### config.mk
export PLATFORM = sky130hd
export DESIGN_NAME = digit_scanner
export DESIGN_NICKNAME = d
export VERILOG_FILES = /design/src/rtl/digit_scanner.sv
export SDC_FILE = /design/constraint.sdc
export NUM_CORES = 1
export LEC_CHECK = 0
export BUFFER_PORTS_ARGS = -buffer_cell sky130_fd_sc_hd__buf_2
export CAP_MARGIN = 20
export CORE_MARGIN = 3
export CORE_UTILIZATION = 67
export CTS_BUF_LIST = sky130_fd_sc_hd__clkbuf_4 sky130_fd_sc_hd__clkbuf_8
export DETAILED_ROUTE_END_ITERATION = 10
export GPL_TIMING_DRIVEN = 0
export PLACE_DENSITY = 0.88
export SKIP_CTS_REPAIR_TIMING = 1
export SLEW_MARGIN = 10
export SYNTH_ARGS = -nofsm -noshare
export SYNTH_HDL_FRONTEND = slang
export SYNTH_SLANG_ARGS = --single-unit
### constraint.sdc
create_clock -name clk -period 5.1 [get_ports clk]
set_clock_uncertainty 0.1 [all_clocks]
set_input_delay 0 -clock clk [delete_from_list [all_inputs] [get_ports clk]]
set_output_delay 0 -clock clk [all_outputs]
set_load 0.01 [all_outputs]
### src/rtl/digit_scanner.sv
// digit_scanner
// Converts a 14-bit binary count into four BCD digits using a sequential
// shift-add-3 (double-dabble) engine. It then time-multiplexes those digits
// onto a shared 7-segment decoder input with active-low anode selects.
//
// Ports:
//   clk      - system clock, all state changes on the rising edge
//   rst_n    - asynchronous active-low reset
//   value    - binary number to display, captured only on an accepted load
//   load     - single-cycle request to convert and display value
//   blank_lz - leading-zero blanking enable, used live by the anode decode
//   busy     - high while a conversion is in progress
//   bcd      - BCD digit of the currently selected position
//   an       - active-low anode select, an[0] = ones, an[3] = thousands

module digit_scanner #(
    parameter int REFRESH_DIV = 100000,
    parameter int BIN_W       = 14
) (
    input  logic             clk,
    input  logic             rst_n,
    input  logic [BIN_W-1:0] value,
    input  logic             load,
    input  logic             blank_lz,
    output logic             busy,
    output logic [3:0]       bcd,
    output logic [3:0]       an
);

    localparam int               PW        = $clog2(REFRESH_DIV);
    localparam logic [PW-1:0]    PS_LAST   = PW'(REFRESH_DIV - 1);
    localparam int               IW        = $clog2(BIN_W);
    localparam logic [IW-1:0]    ITER_LAST = IW'(BIN_W - 1);
    localparam logic [BIN_W-1:0] SAT_MAX   = BIN_W'(9999);

    typedef enum logic [1:0] {
        IDLE,
        SHIFT,
        COMMIT
    } state_t;

    state_t            state;
    state_t            state_next;
    logic [BIN_W-1:0]  bin_sr;
    logic [15:0]       bcd_acc;
    logic [15:0]       bcd_adj;
    logic [IW-1:0]     iter;
    logic [15:0]       digits;
    logic [PW-1:0]     prescaler;
    logic [1:0]        idx;
    logic [3:0]        digit_zero;
    logic              blanked;

    // Conversion state register.
    always_ff @(posedge clk or negedge rst_n) begin
        if (!rst_n) begin
            state <= IDLE;
        end else begin
            state <= state_next;
        end
    end

    // Next-state logic. A load is considered only in IDLE, so any request
    // that arrives mid-conversion is simply dropped.
    always_comb begin
        state_next = state;
        case (state)
            IDLE:    if (load) state_next = SHIFT;
            SHIFT:   if (iter == ITER_LAST) state_next = COMMIT;
            COMMIT:  state_next = IDLE;
            default: state_next = IDLE;
        endcase
    end

    // FSM outputs.
    always_comb begin
        busy = (state != IDLE);
    end

    // Add-3 correction applied to every BCD nibble of 5 or more before the
    // shift, so that the nibble carries correctly into the next decade.
    always_comb begin
        bcd_adj = bcd_acc;
        for (int i = 0; i < 4; i++) begin
            if (bcd_acc[4*i +: 4] >= 4'd5) begin
                bcd_adj[4*i +: 4] = bcd_acc[4*i +: 4] + 4'd3;
            end
        end
    end

    // Conversion datapath. digits is written only in COMMIT, so the scanner
    // never shows a half-converted value.
    always_ff @(posedge clk or negedge rst_n) begin
        if (!rst_n) begin
            bin_sr  <= '0;
            bcd_acc <= '0;
            iter    <= '0;
            digits  <= '0;
        end else begin
            case (state)
                IDLE: begin
                    if (load) begin
                        bin_sr  <= (value > SAT_MAX) ? SAT_MAX : value;
                        bcd_acc <= '0;
                        iter    <= '0;
                    end
                end
                SHIFT: begin
                    bcd_acc <= {bcd_adj[14:0], bin_sr[BIN_W-1]};
                    bin_sr  <= {bin_sr[BIN_W-2:0], 1'b0};
                    iter    <= iter + IW'(1);
                end
                COMMIT: begin
                    digits <= bcd_acc;
                end
                default: ;
            endcase
        end
    end

    // Refresh prescaler and digit index. The scanner runs freely and does not
    // depend on the conversion FSM.
    always_ff @(posedge clk or negedge rst_n) begin
        if (!rst_n) begin
            prescaler <= '0;
            idx       <= '0;
        end else if (prescaler == PS_LAST) begin
            prescaler <= '0;
            idx       <= idx + 2'd1;
        end else begin
            prescaler <= prescaler + PW'(1);
        end
    end

    // Output decode. A position k > 0 is blanked when it and every higher
    // digit are zero. The ones digit is always lit. bcd keeps carrying the
    // digit even when its anode is off.
    always_comb begin
        for (int i = 0; i < 4; i++) begin
            digit_zero[i] = (digits[4*i +: 4] == 4'd0);
        end

        case (idx)
            2'd3:    blanked = digit_zero[3];
            2'd2:    blanked = digit_zero[3] & digit_zero[2];
            2'd1:    blanked = digit_zero[3] & digit_zero[2] & digit_zero[1];
            default: blanked = 1'b0;
        endcase

        case (idx)
            2'd0:    bcd = digits[3:0];
            2'd1:    bcd = digits[7:4];
            2'd2:    bcd = digits[11:8];
            default: bcd = digits[15:12];
        endcase

        if (blank_lz && blanked) begin
            an = 4'b1111;
        end else begin
            an = ~(4'b0001 << idx);
        end
    end

endmodule
==> flow_summary.json <==
{
  "outcome": "complete, no violations",
  "wl_per_cell_um": 17.00,
  "grt_max_degree": 58,
  "maxCapViolations": 0,
  "clk_pin_slew_worst_paths_ns": 0.07,
  "cts_buffer_depth": 2,
  "worstSetupPathType": "flop to output port",
  "crit_slowest_cell": "dfrtp_1",
  "synth_top_family_by_area": "simple AND/OR/NAND/NOR gates",
  "synth_mux_area_frac": 0.06199,
  "portBuffers": 26,
  "pwr_density_cell_nw_per_um2": 496.6,
  "ir_drop_mv": 0.3857,
  "end_kind": "output port",
  "final_util": 0.8438,
  "syn_nets": 363,
  "yosysTopAreaCell": "dfrtp_1",
  "path_cells": "inv_1, ha_1, nor4b_1, nand3_1, o21ai_0, buf_2",
  "avgSynthCellArea_um2": 10.77,
  "synthCells": 328,
  "crit_family": "simple AND/OR/NAND/NOR gates",
  "cts_root_buf": "clkbuf_8",
  "num_rows": 25,
  "cts_tree": "done",
  "synthAdderAreaFrac": 0.06022,
  "num-fill-cells": 277,
  "drc": 0,
  "grt-ovfl-total": 0,
  "p_int_uw": 1325,
  "leakagePower_uw": 0.001939,
  "placeableCoreArea_um2": 4911,
  "final_cell_area_um2": 4144,
  "final.setup.tns_ns": 0,
  "ioPinCount": 27,
  "cts_buffers": 9,
  "maxSlewViolCount": 0,
  "multi_input_area_um2": 1598,
  "ys_warn_count": 0,
  "synth_edf_count": 0,
  "dp_cells": 422,
  "ys_ff_latch": 71,
  "grt_pass1_vias": 2580,
  "htreeDepth": 3,
  "start_util": 0.7192,
  "synthArstFlopShare": 1.000,
  "fp.dieH_um": 78.61,
  "hold_path_class": "input pin to asynchronous set/reset pin",
  "synth-main-ff-cell": "dfrtp_1",
  "layout_commonest_cell": "dfrtp_1",
  "fmax_mhz": 475.3,
  "slew_headroom": 0.5427,
  "p_sw_frac": 0.3560,
  "antennaDiodeCount": 0,
  "drive_gt1_frac": 0.1778,
  "setup_viol": 0,
  "gp_congestion": 0.8866,
  "regArea_um2": 1777,
  "worst-r2r-setup-slack_ns": 3.12,
  "grt_use_total": 0.2551,
  "post-route-period-util": 0.4125,
  "layout_common_cells": "71 x dfrtp_1, 26 x inv_1, 25 x buf_2, 22 x nor2_1, 19 x o21ai_0",
  "cp-start-kind": "flop",
  "synth_compound_area_frac": 0.1371,
  "cp.required_ns": 5.00,
  "dpl.hpwl_um": 4911,
  "synth.top_cell.area_share": 0.5030,
  "wl_um": 7735,
  "antenna_found_initial": 0,
  "worstMarginPinSlew_ns": 0.6836,
  "power_frac_comb": 0.360,
  "avgViaCountPerCell": 6.119,
  "cts.sinks": 71,
  "hold_viol_final": 0,
  "layout.cells.non_filler": 455,
  "period_minus_slack_ns": 2.104,
  "placedInstanceArea_um2": 3776,
  "rsz0062_at_grt": "no",
  "area_growth_pct": 17.32,
  "dr.pass1.iters": 7,
  "grt_pass1_wl_um": 12250,
  "arrival_ns": 2.00,
  "max_stage_delay_ns": 0.41,
  "vias": 2784,
  "crit_fanout": 4,
  "yosys-top-cells-area": "dfrtp_1 50%, ha_1 6.0%, mux2_2 4.8%",
  "pwr-share-clk": 0.219,
  "ys_seq_area_frac": 0.5030,
  "synth.cell_area_um2": 3532,
  "critPathBufInv": 2,
  "fin_hold_ws_ns": 0.08795,
  "switchingPower_uw": 732.6,
  "clk_latency_ns": 0.35,
  "p_seq_frac": 0.421,
  "die_w_um": 78.61,
  "fp.dieArea_um2": 6179,
  "drtIter0Drc": 227,
  "yosysUniqueCellTypes": 44,
  "final_nets": 418,
  "synthXorXnorAreaFrac": 0.05207,
  "synth_simple_gate_area_share": 0.1410,
  "drtAntennaViolNets": 0
}
==> cell type report <==
cell class / count / area share
clock buffers: 12 / 0.03684
repair buffers: 44 / 0.07971
inverters: 26 / 0.02355
well taps: 67 / 0.02023
clock inverters: 4 / 0.01087
plain buffers: 13 / 0.01449
flip-flops and latches: 71 / 0.4287
multi-input cells: 218 / 0.3856
==> metrics by stage <==
stage / setup slack [ns] / power, µW
5_1_grt: 2.967 / 2199
6_report: 2.996 / 2058
3_3_place_gp: 3.230 / 1535
3_5_place_dp: 3.188 / 1582
4_1_cts: 3.063 / 2032
2_1_floorplan: 3.395 / 1388
==> cell usage after synthesis (all sizes together) (6+ instances only) <==
cell type and instances:
dfrtp 71, inv 26, nor2 22, o21ai 20, nand2 18, ha 17, mux2 15, xnor2 13
nand3 10, a21oi 9, clkbuf 9, nor4 8, xor2 8, nor3b 7, a211oi 6, a222oi 6
==> layer usage <==
metal / up-vias / GRT usage / routed length [µm]
li1: 1286 / - / -
met1: 1393 / 0.3598 / 3328
met2: 93 / 0.3888 / 3908
met3: 12 / 0.05275 / 386
met4: 0 / 0.09965 / 112
met5: - / 0 / 0
==> worst min-delay path: stages <==
cell           delay, ns
dlygate4sd3_1       0.53
buf_4               0.13
buf_16              0.26
==> kinds of logic after synthesis <==
family	Yosys count
multiplexers	20
AND/OR/NAND/NOR	91
XOR/XNOR	21
flip-flops	71
buffers and inverters	39
AO/OA/AOI/OAI	69
adder cells (fa/ha/maj)	17
==> sequential cells by signal, summed over array words and instances, names as in the netlist <==
signal	flops
prescaler	17
digits	16
iter	4
idx	2
state	2
bcd_acc	16
bin_sr	14
==> power by group through the flow <==
stage	Sequential [µW]	Clock, µW	Combinational, µW
floorplan	831	0	557
global placement	862	0	672
detailed placement	869	0	713
CTS	861	451	719
global route	893	481	826
finish	867	450	741
==> worst paths after layout <==
check                      depth (start not counted)    endpoint    startpoint
max in group asynchronous                          3   bin_sr[1]         rst_n
hold / removal                                     3  digits[12]         rst_n
min in group clk                                   5   bin_sr[4]          load
setup / recovery                                   6       an[1]        idx[0]
setup reg to reg                                   6      idx[1]  prescaler[0]
hold reg to reg                                    2   bin_sr[0]     bin_sr[0]
(Power assumes the default switching activity.)
